$ cat src/rtl/id_ex_operand_stage.sv
// ============================================================================
//  Module   : id_ex_operand_stage
//  Purpose  : ID/EX register feeding the ALU, with RAW forwarding or
//             hazard stalls and a saturating bubble counter.
//             Define ID_EX_FORWARD_EN to enable EX/MEM and MEM/WB forwarding.
//  Revision : 1.0 - initial release
// ============================================================================
`default_nettype none

module id_ex_operand_stage #(
    parameter int DATA_WIDTH   = 32,
    parameter int REG_ADDR_W   = 5,
    parameter int BUBBLE_CNT_W = 16
) (
    input  logic                    clk,
    input  logic                    reset,
    input  logic                    stall_i,
    input  logic                    flush_i,
    input  logic                    id_valid_i,
    input  logic [3:0]              id_alu_operation_i,
    input  logic [REG_ADDR_W-1:0]   id_rs_addr_i,
    input  logic [REG_ADDR_W-1:0]   id_rt_addr_i,
    input  logic                    id_rt_used_i,
    input  logic [REG_ADDR_W-1:0]   id_rd_addr_i,
    input  logic [DATA_WIDTH-1:0]   id_rs_data_i,
    input  logic [DATA_WIDTH-1:0]   id_rt_data_i,
    input  logic [DATA_WIDTH-1:0]   id_imm_i,
    input  logic                    id_alu_src_i,
    input  logic                    id_reg_write_i,
    input  logic                    id_mem_read_i,
    input  logic                    exmem_reg_write_i,
    input  logic [REG_ADDR_W-1:0]   exmem_rd_addr_i,
    input  logic [DATA_WIDTH-1:0]   exmem_alu_data_i,
    input  logic                    memwb_reg_write_i,
    input  logic [REG_ADDR_W-1:0]   memwb_rd_addr_i,
    input  logic [DATA_WIDTH-1:0]   memwb_data_i,
    output logic [3:0]              alu_operation_o,
    output logic [DATA_WIDTH-1:0]   a_o,
    output logic [DATA_WIDTH-1:0]   b_o,
    output logic [REG_ADDR_W-1:0]   rd_addr_o,
    output logic                    reg_write_o,
    output logic                    mem_read_o,
    output logic                    valid_o,
    output logic                    id_stall_o,
    output logic [BUBBLE_CNT_W-1:0] bubble_cnt_o
);

    localparam logic [BUBBLE_CNT_W-1:0] c_CNT_ONE = {{(BUBBLE_CNT_W-1){1'b0}}, 1'b1};
    localparam logic [BUBBLE_CNT_W-1:0] c_CNT_MAX = {BUBBLE_CNT_W{1'b1}};

    logic [3:0]              r_op;
    logic [REG_ADDR_W-1:0]   r_rs_addr;
    logic [REG_ADDR_W-1:0]   r_rt_addr;
    logic [DATA_WIDTH-1:0]   r_rs_data;
    logic [DATA_WIDTH-1:0]   r_rt_data;
    logic [DATA_WIDTH-1:0]   r_imm;
    logic                    r_alu_src;
    logic [REG_ADDR_W-1:0]   r_rd;
    logic                    r_reg_write;
    logic                    r_mem_read;
    logic                    r_rt_used;
    logic                    r_valid;
    logic [BUBBLE_CNT_W-1:0] r_bubble_cnt;

    logic                    w_rs_match_ex;
    logic                    w_rt_match_ex;
    logic                    w_load_use;
    logic                    w_hazard;
    logic [DATA_WIDTH-1:0]   w_a;
    logic [DATA_WIDTH-1:0]   w_b_reg;
    logic                    w_unused;

    // EX-stage destination against the sources of the instruction sitting in ID
    assign w_rs_match_ex = (r_rd != '0) && (r_rd == id_rs_addr_i);
    assign w_rt_match_ex = (r_rd != '0) && id_rt_used_i && (r_rd == id_rt_addr_i);
    assign w_load_use    = r_valid && r_mem_read && (w_rs_match_ex || w_rt_match_ex) && id_valid_i;

`ifdef ID_EX_FORWARD_EN
    function automatic logic [DATA_WIDTH-1:0] f_fwd(
        input logic [REG_ADDR_W-1:0] src,
        input logic [DATA_WIDTH-1:0] rf_val,
        input logic                  em_we,
        input logic [REG_ADDR_W-1:0] em_rd,
        input logic [DATA_WIDTH-1:0] em_val,
        input logic                  mw_we,
        input logic [REG_ADDR_W-1:0] mw_rd,
        input logic [DATA_WIDTH-1:0] mw_val
    );
        logic [DATA_WIDTH-1:0] v;
        v = rf_val;
        if (em_we && (em_rd != '0) && (em_rd == src))
            v = em_val;
        else if (mw_we && (mw_rd != '0) && (mw_rd == src))
            v = mw_val;
        return v;
    endfunction

    assign w_a      = f_fwd(r_rs_addr, r_rs_data, exmem_reg_write_i, exmem_rd_addr_i,
                            exmem_alu_data_i, memwb_reg_write_i, memwb_rd_addr_i, memwb_data_i);
    assign w_b_reg  = f_fwd(r_rt_addr, r_rt_data, exmem_reg_write_i, exmem_rd_addr_i,
                            exmem_alu_data_i, memwb_reg_write_i, memwb_rd_addr_i, memwb_data_i);
    assign w_hazard = w_load_use;
`else
    logic w_dep_ex;
    logic w_dep_exmem;

    // Without forwarding, wait until the producer has reached MEM/WB (write-before-read)
    assign w_dep_ex    = r_valid && r_reg_write && (w_rs_match_ex || w_rt_match_ex);
    assign w_dep_exmem = exmem_reg_write_i && (exmem_rd_addr_i != '0) &&
                         ((exmem_rd_addr_i == id_rs_addr_i) ||
                          (id_rt_used_i && (exmem_rd_addr_i == id_rt_addr_i)));
    assign w_a      = r_rs_data;
    assign w_b_reg  = r_rt_data;
    assign w_hazard = w_load_use || ((w_dep_ex || w_dep_exmem) && id_valid_i);
`endif

    always_ff @(posedge clk or negedge reset) begin
        if (!reset) begin
            r_op         <= '0;
            r_rs_addr    <= '0;
            r_rt_addr    <= '0;
            r_rs_data    <= '0;
            r_rt_data    <= '0;
            r_imm        <= '0;
            r_alu_src    <= 1'b0;
            r_rd         <= '0;
            r_reg_write  <= 1'b0;
            r_mem_read   <= 1'b0;
            r_rt_used    <= 1'b0;
            r_valid      <= 1'b0;
            r_bubble_cnt <= '0;
        end else if (flush_i) begin
            r_valid     <= 1'b0;
            r_reg_write <= 1'b0;
            r_mem_read  <= 1'b0;
            r_op        <= '0;
        end else if (!stall_i) begin
            if (w_hazard) begin
                r_valid     <= 1'b0;
                r_reg_write <= 1'b0;
                r_mem_read  <= 1'b0;
                r_op        <= '0;
                if (r_bubble_cnt != c_CNT_MAX)
                    r_bubble_cnt <= r_bubble_cnt + c_CNT_ONE;
            end else begin
                r_op        <= id_alu_operation_i;
                r_rs_addr   <= id_rs_addr_i;
                r_rt_addr   <= id_rt_addr_i;
                r_rs_data   <= id_rs_data_i;
                r_rt_data   <= id_rt_data_i;
                r_imm       <= id_imm_i;
                r_alu_src   <= id_alu_src_i;
                r_rd        <= id_rd_addr_i;
                r_reg_write <= id_reg_write_i;
                r_mem_read  <= id_mem_read_i;
                r_rt_used   <= id_rt_used_i;
                r_valid     <= id_valid_i;
            end
        end
    end

    assign a_o             = w_a;
    assign b_o             = r_alu_src ? r_imm : w_b_reg;
    assign alu_operation_o = r_valid ? r_op : 4'd0;
    assign rd_addr_o       = r_valid ? r_rd : '0;
    assign reg_write_o     = r_valid && r_reg_write;
    assign mem_read_o      = r_valid && r_mem_read;
    assign valid_o         = r_valid;
    assign id_stall_o      = reset && (stall_i || w_hazard);
    assign bubble_cnt_o    = r_bubble_cnt;

    // Some inputs/fields only matter in one build configuration
    assign w_unused = ^{r_rt_used, r_rs_addr, r_rt_addr, exmem_alu_data_i,
                        memwb_reg_write_i, memwb_rd_addr_i, memwb_data_i};

endmodule

`default_nettype wire

$ cat config.mk
export PLATFORM = sky130hd
export DESIGN_NAME = id_ex_operand_stage
export DESIGN_NICKNAME = d
export VERILOG_FILES = /design/src/rtl/id_ex_operand_stage.sv
export SDC_FILE = /design/constraint.sdc
export NUM_CORES = 1
export LEC_CHECK = 0
export BUFFER_PORTS_ARGS = -buffer_cell sky130_fd_sc_hd__buf_4
export CAP_MARGIN = 20
export CORE_MARGIN = 5
export CORE_UTILIZATION = 52
export CTS_BUF_LIST = sky130_fd_sc_hd__clkbuf_8
export CTS_CLUSTER_SIZE = 8
export DETAILED_ROUTE_END_ITERATION = 10
export PLACE_DENSITY = 0.89
export SLEW_MARGIN = 20
export SYNTH_ARGS = -nofsm -noshare
export SYNTH_HDL_FRONTEND = slang
export SYNTH_SLANG_ARGS = --single-unit
$ cat constraint.sdc
create_clock -name clk -period 5.2 [get_ports clk]
set_clock_uncertainty 0.05 [all_clocks]
set_input_delay 1.56 -clock clk [delete_from_list [all_inputs] [get_ports clk]]
set_output_delay 1.56 -clock clk [all_outputs]
set_load 0.02 [all_outputs]
# Word level (Yosys, flattened, before mapping)
# Index checks and enable logic that the tools add are counted.
# totals
rom_bits,0
latch_bits,0
wordCells,57
mem_count,0
regBits,125
ramBits,0
input_bits,200
out_inout_bits,93
# classes
muxes,15
order_cmp,0
eq_ne,6
n_reduce_logical,22
div,0
add_sub_neg,1
n_shift,0
bitwise,3
multipliers,0
# op_table
cell,count
$mux 32,1
$eq 5x5->1,4
$add 16x1->16 const B,1
$mux 4,4
$ne 16x16->1 const B,1
$logic_and 1x1->1,13
$reduce_bool 5->1,2
$mux 1,9
$logic_or 1x1->1,5
$mux 5,1
$reduce_and 4->1,1
$not 1->1,3
$reduce_and 3->1,1
$ne 2x1->1 const B,1

# Longest topological paths before layout
# Gate-level depths: netlist (run 1).
# logic_depth
word_depth,11
mapped_depth,8
depth_no_buf,6

# Worst setup path after synthesis (run 1)
# No wires, ideal clock.
# synth_timing
path_kind,input-to-output
startpoint,input id_rt_addr_i[2]
endpoint,output id_stall_o
cell_stages,7
required_ps,3590
setup_slack_ps,716
t_arrival_ps,2874
n_path_buf,1
cell_sequence,xor2_1 nor4_1 a32oi_1 o22a_2 buf_6 nor2_1 o21a_1
# synth_via
elab_chain_cells,9
word_cells_on_any_way,15
classes_between,eq/ne (2); reduce/logical (13)
# synth_lines
element,line_no,source
start: declaration,22,"input logic [REG_ADDR_W-1:0] id_rt_addr_i,"
"$eq 5x5->1, on equally long branches","75, 111",
"$logic_and 1x1->1, on equally long branches","75, 111",
"$logic_or 1x1->1, on equally long branches","76, 108, 110",
"$logic_and 1x1->1, on equally long branches","108, 109",
$logic_or 1x1->1,114,assign w_hazard = w_load_use || ((w_dep_ex || w_dep_exmem) && id_valid_i);
$logic_and 1x1->1,114,
$logic_or 1x1->1 *,114,
$logic_or 1x1->1 *,169,assign id_stall_o = reset && (stall_i || w_hazard);
$logic_and 1x1->1 *,169,
end: declaration,44,"output logic id_stall_o,"
# Every way passes the cells marked *; elsewhere a longest branch is shown, timed or not.

# Worst setup path in the final report (run 1)
# layout_timing
startpoint,input exmem_rd_addr_i[1]
endpoint,output id_stall_o
# layout_via
elab_chain_cells,9
word_cells_on_any_way,12
classes_between,eq/ne (2); reduce/logical (10)
# layout_lines
element,line_no,source
start: declaration,32,"input logic [REG_ADDR_W-1:0] exmem_rd_addr_i,"
$eq 5x5->1,111,(id_rt_used_i && (exmem_rd_addr_i == id_rt_addr_i)));
$logic_and 1x1->1,111,
$logic_or 1x1->1,110,((exmem_rd_addr_i == id_rs_addr_i) ||
$logic_and 1x1->1 *,109,assign w_dep_exmem = exmem_reg_write_i && (exmem_rd_addr_i != '0) &&
$logic_or 1x1->1 *,114,
$logic_and 1x1->1 *,114,
$logic_or 1x1->1 *,114,
$logic_or 1x1->1 *,169,
$logic_and 1x1->1 *,169,
# Marks and branches as above.

==> summary.txt, run 1 <==
Outcome
  • Status: finished, final reports clean

Synth
  • Post-synthesis register bit count: 125
  • Synth Area in Simple Gates: between 6 and 7%
  • Cell taking the most area after synthesis: dfrtp_1
  • Cell count after synthesis: slightly above 400
  • Most common cell in the netlist: dfrtp_1
  • Synth top area share: between 50% and 60%
  • EDFF count, synth: 0
  • Top cells by area in the synthesized netlist: dfrtp_1, mux2_4, mux2_2
  • Mux cell area share after synthesis: between 20 and 30%
  • Synth cell types: 38
  • Largest family of logic cells by synthesized area: multiplexers
  • Synth Warn #: 0
  • Adder-cell share of the synthesized area: 0.206%
  • Asr flop ratio synth: 100%
  • Syn Nets: approximately 610
  • Synthesized area per cell: 14.9 µm²
  • Mapped Area: 6070 µm²
  • Compound-Gate Fraction of Synth Area: under 10%
  • Ys flop type: dfrtp_1
  • Synth Area in XOR/XNOR: just over 5%
  • Register area share after synthesis: between 50% and 60%
  • Top post-synthesis cells by count: dfrtp_1, mux2_4, mux2_2

Setup path
  • CP max FO: 13
  • CP Capture Type: primary output
  • CP Launch Type: input port
  • Crit path DAT: about 3.2 ns
  • Crit path kind: input port to primary output
  • WP data required: between 3 and 4 ns

Die
  • Starting Density: around 53%
  • Core area: 11400 µm²
  • Die Area: between 10000 and 15000 µm²
  • Die Width: 118 µm
  • FP Rows: 39
  • Die Ht: around 120 µm
  • Ports: ~290

Power and ir drop
  • Pleak: approximately 4 nW
  • Psw: between 0.7 and 0.8 mW
  • P per Cell Area: roughly 340 nW/µm²
  • Sw Share: 27.8%
  • Peak supply drop: ~0.00026 V
  • Pwr Total: roughly 2.8 mW
  • Seq pwr share: roughly 43%
  • Internal power: 2.01 mW
  • Combinational group share of total power: between 20% and 30%
  • Clock power frac: 29.9%

Timing
  • Period utilization: approximately 93%
  • Relative slew margins: a little over half
  • Worst Max-Slew Pin Slew: 0.718 ns
  • RSZ-0062 raised after global routing: no
  • Final hold vios: 0
  • Final min period: approximately 4.8 ns
  • Setup TNS: 0 ns
  • Setup violators final: 0
  • Final max-slew violation count: 0
  • FMAX: ~210 MHz

CTS
  • Clk Tree Root Cell: clkbuf_8
  • TritonCTS Buffers: 17
  • Post-CTS Resized: 0
  • CTS tree: built
  • CTS Buffer Depth: 2
  • CTS HTree Levels: 4
  • Cts hold-fix bufs: 0
  • Worst skew pair latency: ~0.42 ns
  • Clk slew on worst S/H paths: around 0.060 ns
  • # Post-CTS Setup Buffers: 0
  • CTS sink cnt: 125

Layout
  • Final Util: 71.3%
  • NumNets Final: about 840
  • Layout cells sized above 1: ~62%
  • Fill cells: 788
  • N_diodes: 0
  • Fin cells: 789
  • Area growth, synth to finish: 34.1%

GRT
  • Initial antenna violation count: 0
  • First-pass GRT wire length: 23800 µm
  • Largest net degree at the start of global routing: 80
  • Tot GR Track Use: roughly a fifth
  • GR Overflow Total: 0
  • Vias in the first global route: roughly 4700

Detailed routing
  • Average wire per standard cell: between 15 and 20 µm
  • WL final: roughly 15000 µm
  • Iter 0 DRT Violations: between 200 and 300
  • Drt drc: 0
  • First-pass detailed-route iteration total: 4
  • Post-DRT Antenna Nets: 0
  • Vias: 4157
  • DR vias/cell: between 5 and 6

Job
  • Max capacitance violation total: 0

Min path
  • Hold WC Path Type: flip-flop to flip-flop

Place
  • Placed Cells: 758
  • Routability cong.: around 0.84
  • HPWL Detailed: about 11000 µm
  • Port buffer count: between 200 and 250
==> final cells by class <==
class	instances	area (µm²)	share of cell area, %
sequential	125	3130	38.4
multi-input combinational	261	2700	33.2
timing repair buffer	227	1730	21.3
clock buffer	22	303	3.72
tap	143	179	2.20
clock inverter	9	93.8	1.15
inverter	2	7.51	0.0922
==> power by group through the flow <==
stage                     sequential [mW]  clock, mW  combinational (mW)
final                                1.19      0.832               0.757
after global routing                 1.21      0.900               0.801
after CTS                            1.19      0.858               0.767
after detailed placement             1.21          0               0.762
after global placement               1.20          0               0.737
after floorplan                      1.23          0               0.416
==> worst max-delay path, stage by stage <==
cell and delay [ns]:
buf_4 0.13, or4_1 0.51, o21ai_1 0.22, o22a_2 0.33, nor2_1 0.13, o21a_1 0.19, buf_4 0.15
==> sequential cells by signal (all words and copies together) (netlist names) <==
signal	flops
valid_o	1
r_mem_read	1
r_rt_data	32
a_o	32
r_op	4
r_alu_src	1
bubble_cnt_o	16
r_reg_write	1
r_imm	32
r_rd	5
==> layout by cell type (no fill, tap or decap), drive strengths merged, types with 6 or more instances in the layout <==
| master | n |
|---|---|
| buf | 227 |
| mux2 | 135 |
| and2 | 11 |
| xnor2 | 15 |
| or4 | 9 |
| xor2 | 20 |
| nor2 | 6 |
| clkbuf | 22 |
| dfrtp | 125 |
| o21ai | 7 |
| nand4 | 8 |
| nand2 | 11 |
==> cells by family (layout without fill, tap and decap cells) <==
family / Yosys count / in the layout
AOI/OAI and AO/OA: 20 / 20
adders and majority gates: 1 / 1
muxes: 135 / 135
DFF: 125 / 125
buffers and inverters: 22 / 260
and+or+nand+nor: 70 / 70
xor gates and xnor gates: 35 / 35
==> path summary, 6_finish.rpt <==
path,start,to,slack [ns],depth (start not counted)
worst max-delay path,exmem_rd_addr_i[1],id_stall_o,0.37,7
worst min-delay path,r_rt_data[28],r_rt_data[28],0.45,1
worst max register to register,r_rd[1],r_rt_data[19],2.60,6
worst min register to register,r_rt_data[28],r_rt_data[28],0.45,1
max in group asynchronous,reset,bubble_cnt_o[5],2.75,3
min in group asynchronous,reset,a_o[0],1.23,2
==> layer usage <==
metal / GRT usage, % / up-vias / share of wire [%]
li1: - / 1899 / -
met1: 23.8 / 2078 / 39
met2: 37.0 / 162 / 53
met3: 7.93 / 18 / 6.9
met4: 6.95 / 0 / 1.7
met5: 0 / - / 0
==> metrics by stage <==
| step | hold slack, ns | instance area, µm² | setup WS (ns) |
|---|---|---|---|
| 2_1_floorplan | 0.419 | 6070 | 0.716 |
| 3_3_place_gp | 0.431 | 7740 | 0.409 |
| 3_5_place_dp | 0.441 | 7740 | 0.369 |
| 4_1_cts | 0.456 | 8140 | 0.364 |
| 5_1_grt | 0.471 | 8150 | 0.294 |
| 6_report | 0.453 | 8150 | 0.368 |
No activity file was read; power rests on OpenSTA's default activity.
==> run 2: changes to the inputs <==
- CORE_UTILIZATION: 52 -> 35
- PLACE_DENSITY: 0.89 -> default
==> run 2 against run 1 <==
Combinational power is 0.8% lower; global-route usage is 6.5 points lower; sequential cell count is the same; sequential share of layout area down 0.65 points; design area grew 1.7%; worst setup slack improved by 0.0076 ns; final cell count is 11% higher; die area is 44% higher; sequential power about the same; power rose by 2.8%; highest routed layer is now met5.
==> summary.txt, run 2 (synthesis results as in run 1) <==
CTS
  • CTS HTree Levels: 4 (unchanged)
  • Worst skew pair latency: 0.43 ns (about the same)
  • CTS tree: built
  • Clk slew on worst S/H paths: 0.07 ns (about the same)
  • # Post-CTS Setup Buffers: 0 (unchanged)
  • Post-CTS Resized: 0 (unchanged)
  • Cts hold-fix bufs: 0 (unchanged)
  • CTS Buffer Depth: 2 (unchanged)
  • CTS sink cnt: 125 (unchanged)
  • Clk Tree Root Cell: clkbuf_8
  • TritonCTS Buffers: 17 (unchanged)

Layout
  • Register area: 3130 µm² (unchanged)
  • Final Util: 48.2% (-23 points)
  • Area of the multi-input gates: 2700 µm² (unchanged)
  • Final instance area: 8290 µm² (+1.7%)
  • Most frequent cells in the layout: buf_4, dfrtp_1, mux2_4
  • Layout cells sized above 1: 62.3% (+0.58 points)
  • Area growth, synth to finish: 36.4%
  • NumNets Final: 836 (+0.12%)
  • Fill cells: 1557 (+98%)
  • N_diodes: 0 (unchanged)
  • Most common cell after layout, fill and taps aside: buf_4

GRT
  • Largest net degree at the start of global routing: 65 (-19%)
  • Tot GR Track Use: 14.7% (-6.5 points)
  • First-pass GRT wire length: 23400 µm (-1.8%)
  • GR Overflow Total: 0 (unchanged)
  • Initial antenna violation count: 1 (+1)
  • Vias in the first global route: 4391 (-7.2%)

Power and ir drop
  • Peak supply drop: 0.000160 V (-38%)
  • Clock power frac: 32.2% (+2.3 points)
  • Combinational group share of total power: 26.3% (-0.9 points)
  • Psw: 0.835 mW (+7.9%)
  • Pleak: 3.94 nW (about the same)
  • P per Cell Area: 345 nW/µm² (+1.0%)
  • Internal power: 2.02 mW (+0.79%)
  • Seq pwr share: 41.6% (-1.3 points)
  • Sw Share: 29.2% (+1.4 points)

Timing
  • FMAX: 207 MHz (+0.16%)
  • Worst Max-Slew Pin Slew: 0.845 ns (+0.127 ns)
  • Period utilization: 92.8% (-0.15 points)
  • Relative slew margins: 43.7% (-8.5 points)
  • Setup TNS: 0 ns (unchanged)
  • Final hold vios: 0 (unchanged)
  • Setup violators final: 0 (unchanged)
  • Final min period: 4.82 ns (-0.00758 ns)
  • Final max-slew violation count: 0 (unchanged)
  • RSZ-0062 raised after global routing: no

Die
  • Starting Density: 35.4% (-18 points)
  • FP Rows: 48 (+23%)
  • Die Ht: 142 µm (+20%)
  • Die Area: 20100 µm² (+44%)
  • Ports: 293 (unchanged)
  • Core area: 17200 µm² (+50%)
  • Die Width: 142 µm (+20%)

Detailed routing
  • Iter 0 DRT Violations: 125 (-56%)
  • First-pass detailed-route iteration total: 4 (unchanged)
  • DR vias/cell: 4.68 (-11%)
  • DR top layer: met5
  • Wire length on met1: 6060 µm (+6.8%)
  • Post-DRT Antenna Nets: 0 (unchanged)
  • Met3 routed WL: 1600 µm (+59%)
  • Vias: 4084 (-1.8%)
  • WL final: 15000 µm (+3.1%)
  • Met2 routed WL: 7100 µm (-7.5%)
  • Average wire per standard cell: 17.2 µm (-6.8%)
  • Drt drc: 0 (unchanged)

Setup path
  • CP Capture Type: primary output
  • WP data required: 3.59 ns (about the same)
  • Crit path kind: input port to primary output
  • CP Launch Type: input port
  • Crit path DAT: 3.21 ns (about the same)
  • CP max FO: 13 (unchanged)

Place
  • HPWL Detailed: 11000 µm (+0.89%)
  • Port buffer count: 222 (unchanged)
  • Routability cong.: 0.766 (-9.0%)
  • Post-DP Area: 7860 µm² (+1.4%)

Job
  • Max capacitance violation total: 0 (unchanged)

Min path
  • Hold WC Path Type: flip-flop to flip-flop

Outcome
  • Status: finished, final reports clean
-- run 2: worst max-delay path, cell delays in order --
cell     delay [ns]
buf_4          0.12
or4_1          0.52
o21ai_1        0.21
o22a_2         0.33
nor2_1         0.11
o21a_1         0.20
buf_4          0.15
-- run 2: worst paths after layout --
check	start	endpoint	slack [ns]	cells past startpoint
min reg2reg	bubble_cnt_o[12]	bubble_cnt_o[12]	0.45	1
max in group asynchronous	reset	r_rd[1]	2.49	3
max reg2reg	r_rd[1]	r_rt_data[14]	2.26	6
min in group asynchronous	reset	a_o[18]	1.31	2
max	exmem_rd_addr_i[1]	id_stall_o	0.38	7
min	bubble_cnt_o[12]	bubble_cnt_o[12]	0.45	1
-- run 2: area by class of cell --
type	count	share of cell area, %
tap	225	3.40
clock buffer	18	2.99
inverter	2	0.0906
multi-input combinational	261	32.6
sequential	125	37.8
timing repair buffer	228	21.0
clock inverter	14	2.20
-- run 2: per-layer routing --
metal,vias to the layer above,track usage [%]
li1,1909,-
met1,2004,17.6
met2,149,22.8
met3,20,7.35
met4,2,5.56
met5,-,0
-- run 2: metrics by stage --
stage          setup WS, ns  cells  hold slack [ns]  total power, mW
5_1_grt               0.237    873            0.457             3.00
6_report              0.376    873            0.452             2.86
3_3_place_gp          0.351    841            0.427             1.95
2_1_floorplan         0.716    408            0.419             1.64
4_1_cts               0.342    873            0.450             2.91
3_5_place_dp          0.355    841            0.437             1.97
-- run 2: power by group through the flow --
stage               Combinational [mW]  Clock (mW)  Sequential [mW]
finish                           0.751       0.919             1.19
global route                     0.798       0.994             1.20
CTS                              0.764       0.956             1.19
detailed placement               0.761           0             1.20
global placement                 0.751           0             1.20
floorplan                        0.416           0             1.23
==> run 3: changes to the inputs <==
- ABC_AREA: default -> 1
==> run 3 against run 2 <==
Non-clock buffer count rose by 4; count of clock-buffer cells in the layout increased by 1; utilization down 0.48 points; final cell count grew 39%; sequential power fell by 3%.
==> summary.txt, run 3 <==
Synth
  • Synthesized area per cell: 8.16 µm² (-45%)
  • Synth Area in XOR/XNOR: 2.07% (-3.0 points)
  • Synth top area share: 49.2% (-2.3 points)
  • Synth Warn #: 0 (unchanged)
  • Top post-synthesis cells by count: nand2_1, dfrtp_1, nand4_1
  • Post-synthesis register bit count: 125 (unchanged)
  • Synth Area in Simple Gates: 35.3% (+28 points)
  • Mapped Area: 6350 µm² (+4.6%)
  • Ys flop type: dfrtp_1
  • Most common cell in the netlist: nand2_1
  • EDFF count, synth: 0 (unchanged)
  • Mux cell area share after synthesis: 5.67% (-24 points)
  • Top cells by area in the synthesized netlist: dfrtp_1, nand2_1, nand4_1
  • Synth cell types: 26 (-32%)
  • Cell taking the most area after synthesis: dfrtp_1
  • Largest family of logic cells by synthesized area: simple AND/OR/NAND/NOR gates
  • Register area share after synthesis: 49.2% (-2.3 points)
  • Cell count after synthesis: 778 (+91%)
  • Compound-Gate Fraction of Synth Area: 0.295% (-2.1 points)
  • Syn Nets: 979 (+61%)
  • Asr flop ratio synth: 100% (unchanged)
  • Adder-cell share of the synthesized area: 0.197% (-0.0090 points)

CTS
  • CTS Buffer Depth: 2 (unchanged)
  • # Post-CTS Setup Buffers: 0 (unchanged)
  • Clk slew on worst S/H paths: 0.07 ns (about the same)
  • CTS sink cnt: 125 (unchanged)
  • CTS HTree Levels: 4 (unchanged)
  • Worst skew pair latency: 0.42 ns (about the same)
  • Post-CTS Resized: 0 (unchanged)
  • Cts hold-fix bufs: 0 (unchanged)
  • CTS tree: built
  • TritonCTS Buffers: 17 (unchanged)
  • Clk Tree Root Cell: clkbuf_8

Detailed routing
  • DR vias/cell: 4.89 (+4.5%)
  • Met3 routed WL: 1300 µm (-19%)
  • First-pass detailed-route iteration total: 4 (unchanged)
  • WL final: 19200 µm (+28%)
  • Average wire per standard cell: 15.8 µm (-8.3%)
  • Vias: 5946 (+46%)
  • Met2 routed WL: 9160 µm (+29%)
  • Post-DRT Antenna Nets: 0 (unchanged)
  • Wire length on met1: 8370 µm (+38%)
  • Iter 0 DRT Violations: 285 (+130%)
  • Drt drc: 0 (unchanged)
  • DR top layer: met4

GRT
  • Initial antenna violation count: 1 (unchanged)
  • GR Overflow Total: 0 (unchanged)
  • Largest net degree at the start of global routing: 92 (+42%)
  • First-pass GRT wire length: 30600 µm (+31%)
  • Tot GR Track Use: 18.4% (+3.7 points)
  • Vias in the first global route: 5947 (+35%)

Timing
  • Worst Max-Slew Pin Slew: 1.00 ns (+0.158 ns)
  • Relative slew margins: 33.2% (-11 points)
  • RSZ-0062 raised after global routing: no
  • Setup TNS: 0 ns (unchanged)
  • Period utilization: 83.3% (-9.5 points)
  • FMAX: 231 MHz (+11%)
  • Final hold vios: 0 (unchanged)
  • Final max-slew violation count: 0 (unchanged)
  • Final min period: 4.33 ns (-0.494 ns)
  • Setup violators final: 0 (unchanged)

Layout
  • Final instance area: 8550 µm² (+3.2%)
  • Area growth, synth to finish: 34.6%
  • Most frequent cells in the layout: nand2_1, buf_4, dfrtp_1
  • Fin cells: 1216 (+39%)
  • N_diodes: 0 (unchanged)
  • NumNets Final: 1176 (+41%)
  • Most common cell after layout, fill and taps aside: nand2_1
  • Layout cells sized above 1: 31.4% (-31 points)
  • Fill cells: 1836 (+18%)

Setup path
  • CP Launch Type: input port
  • CP max FO: 5 (-8)
  • Crit path max-delay cell type: buf_4
  • Cell mode on critical path: nand2_1
  • Reg-to-reg startpoint: valid_o
  • Crit path DAT: 2.72 ns (-0.49 ns)
  • Crit-path cells: buf_4, inv_2, nand2_1, nand2_1, nor2_1, nand3_1, nand2_1, nand2_1, nand2_2, nand2_4, a21boi_0, buf_4
  • Crit path kind: input port to primary output
  • Delay of the slowest critical-path stage: 0.19 ns (-0.33 ns)
  • WP data required: 3.59 ns (about the same)
  • Reg2Reg Depth: 11 (+5)
  • Flop2flop setup slack: 2.33 ns (+0.07 ns)
  • Critical R2R Capture: r_imm[12]
  • CP Capture Type: primary output

Die
  • Die Ht: 145 µm (+2.1%)
  • Ports: 293 (unchanged)
  • FP Rows: 49 (+2.1%)
  • Starting Density: 35.5% (+0.13 points)
  • Die Area: 20900 µm² (+4.3%)
  • Die Width: 145 µm (+2.1%)
  • Core area: 17900 µm² (+4.2%)

Power and ir drop
  • Internal power: 1.92 mW (-5.0%)
  • Psw: 0.830 mW (-0.62%)
  • P per Cell Area: 322 nW/µm² (-6.7%)
  • Pleak: 4.72 nW (+20%)
  • Seq pwr share: 41.9% (+0.3 points)
  • Combinational group share of total power: 23.3% (-3.0 points)
  • Clock power frac: 34.8% (+2.6 points)
  • Peak supply drop: 0.000164 V (+3.1%)
  • Sw Share: 30.2% (+0.94 points)

Min path
  • Worst Hold Endpoint: r_imm[20]
  • WHS Path Cells: 2 (+1)
  • Hold_sp: r_imm[20]
  • Hold WC Path Type: flip-flop to flip-flop

Job
  • Max capacitance violation total: 0 (unchanged)

Place
  • Routability cong.: 0.867 (+13%)
  • HPWL Detailed: 13100 µm (+19%)
  • Port buffer count: 222 (unchanged)
  • Placed Cells: 1185 (+41%)
  • Post-DP Area: 8100 µm² (+3.2%)

Outcome
  • Status: finished, final reports clean
==> run 3: cell types whose count changed after synthesis, sizes merged, moves of 11 or more <==
cell	before	now
and2	11	0
xnor2	15	4
mux2	135	32
buf	12	39
nand4	8	114
nand2	11	347
nor2	6	24
inv	2	44
==> run 3: how the worst max path moves through the flow <==
| stage | from | end | slack [ns] | cells after the start |
|---|---|---|---|---|
| after floorplan | id_rt_addr_i[2] | id_stall_o | 0.76 | 11 |
| after global placement | exmem_rd_addr_i[1] | id_stall_o | 0.88 | 12 |
| after detailed placement | id_rs_addr_i[4] | id_stall_o | 0.84 | 12 |
| after CTS | id_rs_addr_i[4] | id_stall_o | 0.82 | 12 |
| after global routing | exmem_rd_addr_i[1] | id_stall_o | 0.62 | 12 |
| final | exmem_rd_addr_i[3] | id_stall_o | 0.87 | 12 |
==> run 3: kinds of logic (layout without fill, tap and decap cells) <==
group           Yosys count  in the layout
xor+xnor                 15             15
simple gates            504            504
fa+ha+maj                 1              1
compound gates            3              3
flops                   125            125
buf+inv                  98            307
mux                      32             32
==> run 3: cell type report <==
| type | instances | area [µm²] | share of cell area, % |
|---|---|---|---|
| clock inverter | 12 | 185 | 2.17 |
| timing repair buffer | 232 | 1740 | 20.4 |
| tap | 229 | 287 | 3.35 |
| clock buffer | 19 | 262 | 3.06 |
| multi-input combinational | 555 | 2780 | 32.5 |
| inverter | 44 | 168 | 1.96 |
| sequential | 125 | 3130 | 36.6 |
==> run 3: critical path: cells and delay by family <==
kind,cells,cell delay (ns)
compound gates,1,0.18
buf+inv,3,0.34
simple gates,8,0.64
==> run 3: stage by stage <==
step / hold WS, ns / util [%] / setup WS [ns] / power (mW)
2_1_floorplan: 0.386 / - / 0.762 / 1.51
3_3_place_gp: 0.399 / 45.3 / 0.878 / 1.81
3_5_place_dp: 0.403 / 45.3 / 0.838 / 1.82
4_1_cts: 0.421 / 47.8 / 0.819 / 2.79
5_1_grt: 0.437 / 47.8 / 0.624 / 2.90
6_report: 0.417 / 47.8 / 0.869 / 2.75
==> run 3: power by group through the flow <==
stage          combinational (mW)  sequential [mW]  clock (mW)
4_1_cts                     0.652             1.15       0.987
5_1_grt                     0.708             1.17        1.02
3_3_place_gp                0.646             1.17           0
2_1_floorplan               0.317             1.20           0
6_report                    0.641             1.15       0.959
3_5_place_dp                0.651             1.17           0
==> run 3: layer usage <==
| metal | global-route usage [%] | vias to the layer above |
|---|---|---|
| met5 | 0 | - |
| li1 | - | 2951 |
| met1 | 24.3 | 2802 |
| met4 | 5.65 | 0 |
| met3 | 4.96 | 23 |
| met2 | 29.9 | 170 |
